==> src/rtl/select_next_hop_pkg.sv <==
// Shared definitions for the next-hop selection stage: word type, neighbour
// table layout in data memory, result addresses and FSM state encoding.
package select_next_hop_pkg;

    localparam int WORD_W = 16;

    typedef logic [WORD_W-1:0] word_t;

    // Neighbour table layout (byte addresses, 16-bit words, stride 2)
    localparam word_t ID_BASE       = 16'h0048;
    localparam word_t BATT_BASE     = 16'h0148;
    localparam word_t Q_BASE        = 16'h01C8;
    localparam word_t CNT_ADDR      = 16'h068A;

    // Result locations written at the end of every scan
    localparam word_t NEXT_HOP_ADDR = 16'h0710;
    localparam word_t OWN_COST_ADDR = 16'h0712;

    // Marker for "no usable neighbour"; also the saturated cost
    localparam word_t NO_HOP        = 16'hFFFF;

    typedef enum logic [3:0] {
        ST_IDLE,
        ST_LD_CNT,
        ST_CHECK,
        ST_LD_Q,
        ST_LD_BATT,
        ST_LD_ID,
        ST_WR_HOP,
        ST_WR_COST,
        ST_FIN,
        ST_WAIT
    } state_t;

    // Byte address of entry idx in a table starting at base
    function automatic word_t entry_addr(input word_t base, input word_t idx);
        return base + (idx << 1);
    endfunction

    // Unsigned add that clamps to all-ones instead of wrapping
    function automatic word_t sat_add(input word_t a, input word_t b);
        logic [WORD_W:0] sum;
        sum = {1'b0, a} + {1'b0, b};
        return sum[WORD_W] ? NO_HOP : sum[WORD_W-1:0];
    endfunction

endpackage

==> src/rtl/select_next_hop_hop_compare.sv <==
// Candidate-versus-current-best comparator. A candidate must have enough
// battery; it then wins if nothing was found yet, if its Q is strictly lower,
// or if Q ties and its battery is strictly higher. Full ties keep the earlier
// (lower-index) entry because the candidate does not win.
module hop_compare
    import select_next_hop_pkg::*;
(
    input  logic [WORD_W-1:0] q,
    input  logic [WORD_W-1:0] batt,
    input  logic [WORD_W-1:0] best_q,
    input  logic [WORD_W-1:0] best_batt,
    input  logic              found,
    input  logic [WORD_W-1:0] batt_min,
    output logic              take
);

    logic eligible;
    logic better_q;
    logic better_batt;

    // Pure combinational decision, unsigned 16-bit compares
    always_comb begin
        eligible    = (batt >= batt_min);
        better_q    = (q < best_q);
        better_batt = (q == best_q) && (batt > best_batt);
        take        = eligible && (!found || better_q || better_batt);
    end

endmodule

==> src/rtl/select_next_hop.sv <==
// Scans the neighbour table in shared memory, picks the eligible neighbour
// with the lowest Q (battery breaks ties), writes the chosen ID and the
// node's own advertised cost back to memory and presents them on ports.
module select_next_hop
    import select_next_hop_pkg::*;
#(
    parameter int          MAX_NEIGHBORS = 64,
    parameter logic [15:0] HOP_COST      = 16'd1,
    parameter logic [15:0] BATT_MIN      = 16'd0
) (
    input  logic        clock,
    input  logic        nreset,
    input  logic        start,
    input  logic [15:0] data_in,
    output logic [15:0] address,
    output logic        wr_en,
    output logic [15:0] data_out,
    output logic [15:0] next_hop,
    output logic [15:0] own_cost,
    output logic        no_route,
    output logic        done
);

    localparam word_t MAX_CNT = word_t'(MAX_NEIGHBORS);

    state_t state_reg, state_next;
    word_t  cnt_reg, cnt_next;
    word_t  n_reg, n_next;
    word_t  q_reg, q_next;
    word_t  batt_reg, batt_next;
    word_t  best_q_reg, best_q_next;
    word_t  best_batt_reg, best_batt_next;
    word_t  best_id_reg, best_id_next;
    logic   found_reg, found_next;
    word_t  address_reg, address_next;
    word_t  data_out_reg, data_out_next;
    logic   wr_en_reg, wr_en_next;
    logic   done_reg, done_next;
    word_t  next_hop_reg, next_hop_next;
    word_t  own_cost_reg, own_cost_next;
    logic   no_route_reg, no_route_next;

    logic   take;
    word_t  hop_value;
    word_t  cost_value;

    hop_compare u_hop_compare (
        .q         (q_reg),
        .batt      (batt_reg),
        .best_q    (best_q_reg),
        .best_batt (best_batt_reg),
        .found     (found_reg),
        .batt_min  (BATT_MIN),
        .take      (take)
    );

    // Result values as they will be written and published
    always_comb begin
        hop_value  = found_reg ? best_id_reg : NO_HOP;
        cost_value = found_reg ? sat_add(best_q_reg, HOP_COST) : NO_HOP;
    end

    // State and datapath registers; reset aborts any scan in progress
    always_ff @(posedge clock) begin
        if (!nreset) begin
            state_reg     <= ST_IDLE;
            cnt_reg       <= '0;
            n_reg         <= '0;
            q_reg         <= '0;
            batt_reg      <= '0;
            best_q_reg    <= NO_HOP;
            best_batt_reg <= '0;
            best_id_reg   <= '0;
            found_reg     <= 1'b0;
            address_reg   <= '0;
            data_out_reg  <= '0;
            wr_en_reg     <= 1'b0;
            done_reg      <= 1'b0;
            next_hop_reg  <= NO_HOP;
            own_cost_reg  <= NO_HOP;
            no_route_reg  <= 1'b0;
        end else begin
            state_reg     <= state_next;
            cnt_reg       <= cnt_next;
            n_reg         <= n_next;
            q_reg         <= q_next;
            batt_reg      <= batt_next;
            best_q_reg    <= best_q_next;
            best_batt_reg <= best_batt_next;
            best_id_reg   <= best_id_next;
            found_reg     <= found_next;
            address_reg   <= address_next;
            data_out_reg  <= data_out_next;
            wr_en_reg     <= wr_en_next;
            done_reg      <= done_next;
            next_hop_reg  <= next_hop_next;
            own_cost_reg  <= own_cost_next;
            no_route_reg  <= no_route_next;
        end
    end

    // Next-state logic: four cycles per neighbour, then two writes
    always_comb begin
        state_next = state_reg;
        case (state_reg)
            ST_IDLE:    if (start) state_next = ST_LD_CNT;
            ST_LD_CNT:  state_next = ST_CHECK;
            ST_CHECK:   state_next = (n_reg == cnt_reg) ? ST_WR_HOP : ST_LD_Q;
            ST_LD_Q:    state_next = ST_LD_BATT;
            ST_LD_BATT: state_next = ST_LD_ID;
            ST_LD_ID:   state_next = ST_CHECK;
            ST_WR_HOP:  state_next = ST_WR_COST;
            ST_WR_COST: state_next = ST_FIN;
            ST_FIN:     state_next = ST_WAIT;
            ST_WAIT:    if (!start) state_next = ST_IDLE;
            default:    state_next = ST_IDLE;
        endcase
    end

    // Datapath and output updates per state; memory reads are pipelined so
    // each state consumes the word addressed by the previous one
    always_comb begin
        cnt_next       = cnt_reg;
        n_next         = n_reg;
        q_next         = q_reg;
        batt_next      = batt_reg;
        best_q_next    = best_q_reg;
        best_batt_next = best_batt_reg;
        best_id_next   = best_id_reg;
        found_next     = found_reg;
        address_next   = address_reg;
        data_out_next  = data_out_reg;
        wr_en_next     = 1'b0;
        done_next      = done_reg;
        next_hop_next  = next_hop_reg;
        own_cost_next  = own_cost_reg;
        no_route_next  = no_route_reg;
        case (state_reg)
            ST_IDLE: begin
                if (start) address_next = CNT_ADDR;
            end
            ST_LD_CNT: begin
                cnt_next       = (data_in > MAX_CNT) ? MAX_CNT : data_in;
                n_next         = '0;
                best_q_next    = NO_HOP;
                best_batt_next = '0;
                found_next     = 1'b0;
            end
            ST_CHECK: begin
                if (n_reg != cnt_reg) address_next = entry_addr(Q_BASE, n_reg);
            end
            ST_LD_Q: begin
                q_next       = data_in;
                address_next = entry_addr(BATT_BASE, n_reg);
            end
            ST_LD_BATT: begin
                batt_next    = data_in;
                address_next = entry_addr(ID_BASE, n_reg);
            end
            ST_LD_ID: begin
                if (take) begin
                    best_id_next   = data_in;
                    best_q_next    = q_reg;
                    best_batt_next = batt_reg;
                    found_next     = 1'b1;
                end
                n_next = n_reg + 16'd1;
            end
            ST_WR_HOP: begin
                address_next  = NEXT_HOP_ADDR;
                data_out_next = hop_value;
                wr_en_next    = 1'b1;
            end
            ST_WR_COST: begin
                address_next  = OWN_COST_ADDR;
                data_out_next = cost_value;
                wr_en_next    = 1'b1;
            end
            ST_FIN: begin
                done_next     = 1'b1;
                next_hop_next = hop_value;
                own_cost_next = cost_value;
                no_route_next = !found_reg;
            end
            ST_WAIT: begin
                if (!start) done_next = 1'b0;
            end
            default: ;
        endcase
    end

    assign address  = address_reg;
    assign wr_en    = wr_en_reg;
    assign data_out = data_out_reg;
    assign next_hop = next_hop_reg;
    assign own_cost = own_cost_reg;
    assign no_route = no_route_reg;
    assign done     = done_reg;

endmodule

==> config.mk <==
export PLATFORM = sky130hd
export DESIGN_NAME = select_next_hop
export DESIGN_NICKNAME = d
export VERILOG_FILES = /design/src/rtl/select_next_hop_pkg.sv /design/src/rtl/select_next_hop_hop_compare.sv /design/src/rtl/select_next_hop.sv
export SDC_FILE = /design/constraint.sdc
export NUM_CORES = 1
export LEC_CHECK = 0
export CORE_MARGIN = 4
export CORE_UTILIZATION = 57
export CTS_CLUSTER_DIAMETER = 60
export CTS_CLUSTER_SIZE = 40
export DETAILED_ROUTE_END_ITERATION = 8
export PLACE_DENSITY_LB_ADDON = 0.15
export SETUP_SLACK_MARGIN = 0.15
export SYNTH_ARGS = -nofsm -noshare
export SYNTH_HDL_FRONTEND = slang
export SYNTH_SLANG_ARGS = --single-unit
==> constraint.sdc <==
create_clock -name clock -period 3.1 [get_ports clock]
set_input_delay 0.465 -clock clock [delete_from_list [all_inputs] [get_ports clock]]
set_output_delay 0.465 -clock clock [all_outputs]
set_load 0.02 [all_outputs]
# After elaboration in Yosys (flattened, before gate mapping)
# Index checks and enable logic that the tools add are counted.
# W data, S select, Z words.
[classes]
addsub = 5
n_lt_le_gt_ge = 4
eq_ne = 16
mux = 22
n_reduce_logical = 17
[ops]
columns = ["op", "count"]
rows = [
  ["$mux W16", 8],
  ["$pmux W16 S2", 4],
  ["$pmux W16 S6", 1],
  ["$pmux W4 S9", 1],
  ["$add A9 B16 Y16 const A", 2],
  ["$eq A16 B16 Y1", 2],
  ["$add A16 B1 Y17 const B", 1],
  ["$add A16 B1 Y16 const B", 1],
  ["$add A7 B16 Y16 const A", 1],
  ["$eq A4 B3 Y1 const B", 4],
  ["$ge A16 B1 Y1 const B", 1],
  ["$gt A16 B16 Y1", 1],
  ["$gt A16 B7 Y1 const B", 1],
  ["$lt A16 B16 Y1", 1],
  ["$ne A16 B16 Y1", 1],
  ["$eq A4 B2 Y1 const B", 2],
  ["$eq A4 B4 Y1 const B", 2],
  ["$mux W4", 2],
  ["$ne A2 B2 Y1 const B", 4],
  ["$reduce_and A2 Y1", 4],
  ["$reduce_bool A2 Y1", 3],
  ["$reduce_bool A6 Y1", 1],
  ["$eq A4 B1 Y1 const B", 1],
  ["$logic_not A4 Y1", 1],
  ["other kinds (8)", 14],
]
[word_totals]
ff_bits = 184
in_bits = 19
out_inout_bits = 67
elab_cells = 80

# Longest topological paths before layout
# Gate-level depths: netlist (run 1).
[logic_depth]
depth_word = 6
ltp_mapped = 11
mapped_depth_nobuf = 8

# Hierarchy
# From an unflattened synthesis (run 1), not the netlist that was laid out.
[hier_totals]
hier_cells = 1043
hier_area_um2 = 8832.2
[by_module_without_submodules]
columns = ["mod", "n_inst", "cells_each", "area_per_inst_um2", "seq_area_each_um2"]
rows = [
  ["select_next_hop", 1, 881, 7644.8, 3663.5],
  ["hop_compare", 1, 162, 1187.4, 0.0],
]

# Least setup slack after synthesis (run 1)
# No wires, ideal clock.
[synth_path]
path_type = "reg-to-reg"
startpoint = "register state_reg[2]"
endpoint = "register address_reg[11] (netlist: address[11])"
t_arrival_ns = 2.568
required_ns = 2.984
setup_slack_ns = 0.416
stages_incl_launch_ff = 12
n_path_buf = 3
path_cell_list = "dfxtp_1 > buf_2 > nor2b_1 > and2_1 > clkbuf_1 > clkinv_1 > buf_1 > ha_1 > a31oi_1 > a21oi_1 > xor2_1 > a41o_1"
[synth_via]
elab_chain_cells = 3
elab_cells_between_ends = 11
[synth_lines]
columns = ["item", "line", "source"]
rows = [
  ["start: declaration", "select_next_hop.sv:26", "state_t state_reg, state_next;"],
  ["start signal: assignment", "select_next_hop.sv:83", "state_reg <= state_next;"],
  ["$eq A4 B3 Y1 (tied with other cells)", "select_next_hop.sv:138", "case (state_reg)"],
  ["$reduce_bool A6 Y1 (no line) or $ne A2 B2 Y1 (tied branches)", "-", ""],
  ["$reduce_and A3 Y1 (no line)", "-", ""],
  ["end signal: assignment", "select_next_hop.sv:92", "address_reg <= address_next;"],
  ["end: declaration", "select_next_hop.sv:35", "word_t address_reg, address_next;"],
]
# Several ways; a longest one is shown, not always the timed one.
# A chain may end at the register's enable or synchronous reset.

# Worst setup path in the final report (run 1)
[layout_path]
startpoint = "register best_q_reg[10]"
endpoint = "register best_q_reg[6]"
[layout_via]
elab_chain_cells = 6
elab_cells_between_ends = 8
[layout_lines]
columns = ["item", "line", "source"]
rows = [
  ["start: declaration", "select_next_hop.sv:31", "word_t best_q_reg, best_q_next;"],
  ["start signal: assignment", "select_next_hop.sv:88", "best_q_reg <= best_q_next;"],
  ["$lt A16 B16 Y1 or $eq A16 B16 Y1 (tied branches)", "select_next_hop_hop_compare.sv:24, select_next_hop_hop_compare.sv:25", ""],
  ["$logic_or A1 B1 Y1 or $logic_and A1 B1 Y1 (tied branches)", "select_next_hop_hop_compare.sv:26, select_next_hop_hop_compare.sv:25", ""],
  ["$logic_or A1 B1 Y1 (*)", "select_next_hop_hop_compare.sv:26", "take = eligible && (!found || better_q || better_batt);"],
  ["$logic_and A1 B1 Y1 (*)", "select_next_hop_hop_compare.sv:26", ""],
  ["$ne A2 B2 Y1 (no line) (*)", "-", ""],
  ["$reduce_and A2 Y1 (no line) (*)", "-", ""],
]
# Mark *: on every way between the ends. The rest lies on a longest branch, timed or not.

==> results_dict.tcl, run 1 <==
set metrics [dict create \
    post_route_cells_drive_above_1_share_pct 7.257 \
    cpMaxStageDelayCell "dfxtp_1" \
    leakagePower_nw 4.093 \
    synth_top_area_share_pct 43.08 \
    ctsLongestPathBuffers 2 \
    r2r-start "best_q_reg[10]" \
    fin_cells 1245 \
    power_mw 5.521 \
    synth-edff-count 0 \
    grt_pass1_wl_um 33990 \
    start_kind "flip-flop" \
    hpwl_um 15050 \
    worst_slew_pin_slew_ns 1.025 \
    rsz0062_at_grt "false" \
    routabilityCongestion 0.8998 \
    clk-insertion-delay-late_ns 0.43 \
    ys_warn_count 0 \
    finClkSkew_ns 0.006865 \
    hold_buffers 0 \
    dr.pass1.iters 5 \
    syn-cell-area_sq_um 8504 \
    syn_inst 986 \
    placed_cells 1217 \
    placed_area_sq_um 9492 \
    drt-initial-drc-count 508 \
    cpPeakStageDelay_ns 0.43 \
    finalWirelength_um 20830 \
    portBuffers 84 \
    period_minus_slack_ns 2.641 \
    fmax_mhz 378.6 \
    synth_cell_type_count 66 \
    slew_headroom_pct 31.65 \
    cp-end-kind "flip-flop" \
    htree_levels 4 \
    maxCapViolCount 0 \
    yosysTopAreaCell "dfxtp_1" \
    gr-total-overflow 0 \
    clkTransAtPathRegs_ns 0.06 \
    p_per_area_nw_per_um2 547.8 \
    worstPathMaxFanout 18 \
    core_area_sq_um 14590 \
    async_flop_share_pct 0 \
    worstSetupPathType "reg2reg" \
    clock-sinks 183 \
    place_ws_ns 0.4705 \
    avgRoutedWirePerCell_um 16.73 \
    cts_root_buffer "clkbuf_16" \
    io_pins 86 \
    hp-start "data_out[12]" \
    die_y_um 130.1 \
    fin_nets 1107 \
    crit_start "best_q_reg[10]" \
    grt_pass1_vias 6702 \
    critPathRequiredTime_ns 3.42 \
    vias 7264 \
    period_share_pct 85.19 \
    yosysMostFrequentCell "dfxtp_1" \
    crit_chain "inv_1 > ha_1 > nand4_1 > nor4_2 > o41ai_1 > a31oi_1 > o211ai_1 > buf_4 > o32a_1" \
    grt_max_degree 58 \
    ys_top_cells_by_count "dfxtp_1 (183), nand2_1 (170), a21oi_1 (78)" \
    cts_tree "yes" \
    cts_buffers 17 \
    ant_nets 0 \
    design_area_sq_um 10080 \
    ys.flop_type "dfxtp_1" \
    grt_usage_pct 25.41 \
    synth-seq-cells 183 \
    critPathArrivalTime_ns 2.96 \
    die_width_um 130.1 \
    crit_buf_inv 2 \
    avgSynthCellArea_sq_um 8.625 \
    antenna_found_initial 0 \
    cts_resized 0 \
    rows 44 \
    ys_seq_area_share_pct 43.08 \
    crit_family "compound AO/OA/AOI/OAI gates" \
    start_util_pct 58.29 \
    antenna_cells 0 \
    tns_ns 0 \
    finalHoldViolations 0 \
    netlist_top_cells_area "dfxtp_1 (43%), nand2_1 (7.5%), ha_1 (5.3%)" \
    synth.net_count 1041 \
    slew_violations 0 \
    area_growth_pct 18.51 \
    drc_errors 0 \
    design.die.area_sq_um 16940 \
    cts_setup_buffers 0 \
    setup_ws_ns 0.4590 \
    ir_drop_v 0.0003839 \
    setup_viol 0 \
    viasPerCell 5.835 \
    min_path_type "reg2reg" \
    status "completed" \
]
==> through the flow <==
step | hold WS [ns] | util, %
2_1_floorplan | 0.4417 | -
3_3_place_gp | 0.4340 | 65.06
3_5_place_dp | 0.4396 | 65.06
4_1_cts | 0.4538 | 69.04
5_1_grt | 0.4615 | 69.08
6_report | 0.4508 | 69.08
==> worst paths after layout <==
| kind | end | slack, ns | cells after the start |
|---|---|---|---|
| worst max-delay path | best_q_reg[6] | 0.46 | 9 |
| worst min-delay path | data_out[12] | 0.45 | 1 |
| worst max register to register | best_q_reg[6] | 0.46 | 9 |
| worst min register to register | data_out[12] | 0.45 | 1 |
==> area by class of cell <==
type	instances	area, sq um
Timing Repair Buffer	113	1066
Clock buffer	25	515.5
Multi-Input combinational cell	684	4339
Fill cell	1185	4511
Inverter	53	198.9
Tap cell	184	230.2
Clock inverter	3	65.06
Sequential cell	183	3664
==> routing by layer <==
layer | GRT usage, % | routed length, um | vias up
met1 | 33.92 | 9507 | 3431
met4 | 11.06 | 679 | 0
met3 | 4.994 | 1101 | 50
li1 | - | - | 3564
met2 | 40.16 | 9538 | 219
met5 | 0 | 0 | -
==> report_power, final <==
part	internal [mW]	leakage (nW)	switching, mW
Sequential	2.43	1.48	0.0707
Clock	1.30	0.287	0.843
Combinational	0.363	2.33	0.522
==> layout by cell type, fill, tap and decap left out, types with 5 or more instances in the layout <==
cell / count
dfxtp_1: 183
nand2_1: 170
clkdlybuf4s50_1: 83
a21oi_1: 78
inv_1: 51
o21ai_0: 48
xnor2_1: 46
ha_1: 36
nor2_1: 35
buf_4: 28
nand3_1: 27
nand3b_1: 19
mux2i_1: 19
a21o_1: 18
clkbuf_16: 17
nand4_1: 16
o32a_1: 16
and3_1: 15
o22ai_1: 15
o32ai_1: 15
nand2b_1: 11
nor3_1: 9
and2_1: 6
or2_2: 6
a31oi_1: 6
o211ai_1: 6
clkbuf_8: 6
nand4b_1: 5
a22o_1: 5
==> kinds of logic after synthesis <==
logic type,Yosys count,share of synthesized area [%]
simple gates,344,19.89
compound gates,233,18.02
flops,183,43.08
buf+inv,119,6.106
xor+xnor,48,4.943
fa+ha+maj,37,5.414
mux,21,2.501
other cells,1,0.04409
No activity file was read; power rests on OpenSTA's default activity.
==> inputs of run 2 (changes only) <==
Settings changed: TNS_END_PERCENT set to 10.
==> results of run 2 <==
The final DEF is identical to that of run 1; final timing and power are the same.
==> inputs of run 3 (changes only) <==
--- a/config.mk
+++ b/config.mk
@@ -16,2 +16,3 @@
 export SYNTH_HDL_FRONTEND = slang
+export SYNTH_HIERARCHICAL = 1
 export SYNTH_SLANG_ARGS = --single-unit
==> constraint.sdc (replaced) <==
create_clock -name clock -period 3.1 [get_ports clock]
set_input_delay 0.62 -clock clock [delete_from_list [all_inputs] [get_ports clock]]
set_output_delay 0.62 -clock clock [all_outputs]
set_load 0.02 [all_outputs]
==> results_dict.tcl, run 3 <==
set metrics [dict create \
    finalWirelength_um 23660 \
    netlist_top_cells_area "dfxtp_1 (41%), nand2_1 (7.8%), ha_1 (7.6%)" \
    switchingPower_mw 1.685 \
    post_route_cells_drive_above_1_share_pct 8.042 \
    async_flop_share_pct 0 \
    die_width_um 132.5 \
    multi_input_comb_area_sq_um 4761 \
    start_kind "flip-flop" \
    p_int_mw 4.088 \
    start_util_pct 58.10 \
    synth_top_area_share_pct 41.48 \
    cp-end-kind "flip-flop" \
    fmax_mhz 348.5 \
    finalHoldViolations 0 \
    ant_nets 0 \
    gr-total-overflow 0 \
    portBuffers 84 \
    fin_nets 1204 \
    slew_headroom_pct 51.54 \
    grt_usage_pct 26.74 \
    clkTransAtPathRegs_ns 0.07 \
    htree_levels 4 \
    viasPerCell 5.908 \
    syn_inst 1043 \
    hold_ws_ns 0.4569 \
    synth-seq-cells 183 \
    clock_power_share_pct 37.9 \
    min_path_type "reg2reg" \
    vias 7869 \
    period_share_pct 92.57 \
    p_per_area_nw_per_um2 547.8 \
    period_minus_slack_ns 2.870 \
    routabilityCongestion 0.8944 \
    ys_warn_count 6 \
    hpwl_um 16950 \
    rows 45 \
    final_cell_mix "dfxtp_1 (183), nand2_1 (181), a21oi_1 (103)" \
    layout_commonest_cell "dfxtp_1" \
    leakagePower_nw 4.239 \
    drt-initial-drc-count 853 \
    design_area_sq_um 10540 \
    ys_top_cells_by_count "dfxtp_1 (183), nand2_1 (183), a21oi_1 (103)" \
    syn-cell-area_sq_um 8832 \
    antenna_found_initial 0 \
    finClkSkew_ns 0.006809 \
    clock-sinks 183 \
    critPathRequiredTime_ns 3.42 \
    pwr-share-seq_pct 44.0 \
    avgSynthCellArea_sq_um 8.468 \
    critPathArrivalTime_ns 3.19 \
    hold_buffers 0 \
    io_pins 86 \
    rsz0062_at_grt "true" \
    grt_pass1_vias 7269 \
    worstPathMaxFanout 17 \
    design.die.area_sq_um 17550 \
    ys.flop_type "dfxtp_1" \
    cts_root_buffer "clkbuf_16" \
    ir_drop_v 0.0004225 \
    worst_slew_pin_slew_ns 0.7248 \
    antenna_cells 0 \
    setup_viol 0 \
    worstSetupPathType "reg2reg" \
    slew_violations 0 \
    maxCapViolCount 0 \
    placed_area_sq_um 9931 \
    ys_seq_area_share_pct 41.48 \
    status "completed" \
    synth-edff-count 0 \
    cts_tree "yes" \
    yosysTopAreaCell "dfxtp_1" \
    register_area_sq_um 3664 \
    dr.pass1.iters 5 \
    grt_max_degree 62 \
    switching_share_pct 29.19 \
    cts_setup_buffers 0 \
    fillers 1267 \
    synth_cell_type_count 69 \
    cts_buffers 17 \
    clk-insertion-delay-late_ns 0.43 \
    area_growth_pct 19.31 \
    die_y_um 132.5 \
    drc_errors 0 \
    avgRoutedWirePerCell_um 17.76 \
    combPwrFrac_pct 18.2 \
    grt_pass1_wl_um 38120 \
    ctsLongestPathBuffers 2 \
    core_area_sq_um 15200 \
]
## run 3: worst paths after layout
check	slack, ns	from	end	depth (start not counted)
min	0.46	data_out[0]	data_out[0]	2
max reg2reg	0.23	best_q_reg[9]	best_q_reg[2]	11
min reg2reg	0.46	data_out[0]	data_out[0]	2
max	0.23	best_q_reg[9]	best_q_reg[2]	11
## run 3: cells by family (layout without fill, tap and decap cells)
family	Yosys count	after routing	synth area share [%]
flops	183	183	41.48
fa+ha+maj	54	54	7.650
simple gates	370	370	20.81
compound gates	261	261	18.97
xor+xnor	37	37	3.669
mux	16	16	1.842
other cells	1	17	0.04246
buf+inv	121	206	5.539
## run 3: critical path: stages, from the launching register on
cell and delay [ns]:
dfxtp_1 0.44, inv_1 0.07, ha_1 0.29, nand4_1 0.18
a2111oi_0 0.44, a211oi_1 0.09, o21ai_0 0.23, a31oi_1 0.19
nand2_1 0.13, buf_4 0.25, nand2_4 0.16, o22a_1 0.26
## run 3: per-layer routing
metal / wire, um / global-route usage [%] / up-vias / share of wire [%]
met5: 0 / 0 / - / 0
met4: 486 / 9.411 / 0 / 2.1
met3: 1947 / 5.133 / 37 / 8.2
met2: 10580 / 39.96 / 305 / 45
met1: 10650 / 38.70 / 3700 / 45
li1: - / - / 3827 / -
## run 3: power groups by stage
stage / registers [mW] / logic (mW) / clock network (mW)
2_1_floorplan: 2.62 / 0.652 / 0
3_3_place_gp: 2.59 / 1.02 / 0
3_5_place_dp: 2.59 / 1.03 / 0
4_1_cts: 2.54 / 1.04 / 2.20
5_1_grt: 2.55 / 1.15 / 2.30
6_report: 2.54 / 1.05 / 2.19
## run 3: repair_timing
| action | in CTS | in global routing |
|---|---|---|
| endpoints found under the setup margin | 32 | 34 |
| gates cloned | 0 | 0 |
| gates resized for setup | 1 | 4 |
## run 3: layout make-up
type / count / share of cell area, %
clock buffers: 18 / 4.168
clock inverters: 14 / 1.413
inverters: 59 / 2.102
multi-input cells: 755 / 45.18
flip-flops and latches: 183 / 34.77
well taps: 188 / 2.232
repair buffers: 115 / 10.14
## run 3: through the flow
step           setup WS (ns)  instances  util (%)  power (mW)  TNS, ns
4_1_cts              0.03262       1332     69.21       5.772        0
6_report              0.2303       1332     69.32       5.772        0
3_5_place_dp         -0.1309       1300     65.33       3.621   -1.795
2_1_floorplan         0.4395       1059         -       3.272        0
5_1_grt              0.09503       1332     69.32       5.999        0
3_3_place_gp        -0.07061       1300     65.33       3.606   -1.077
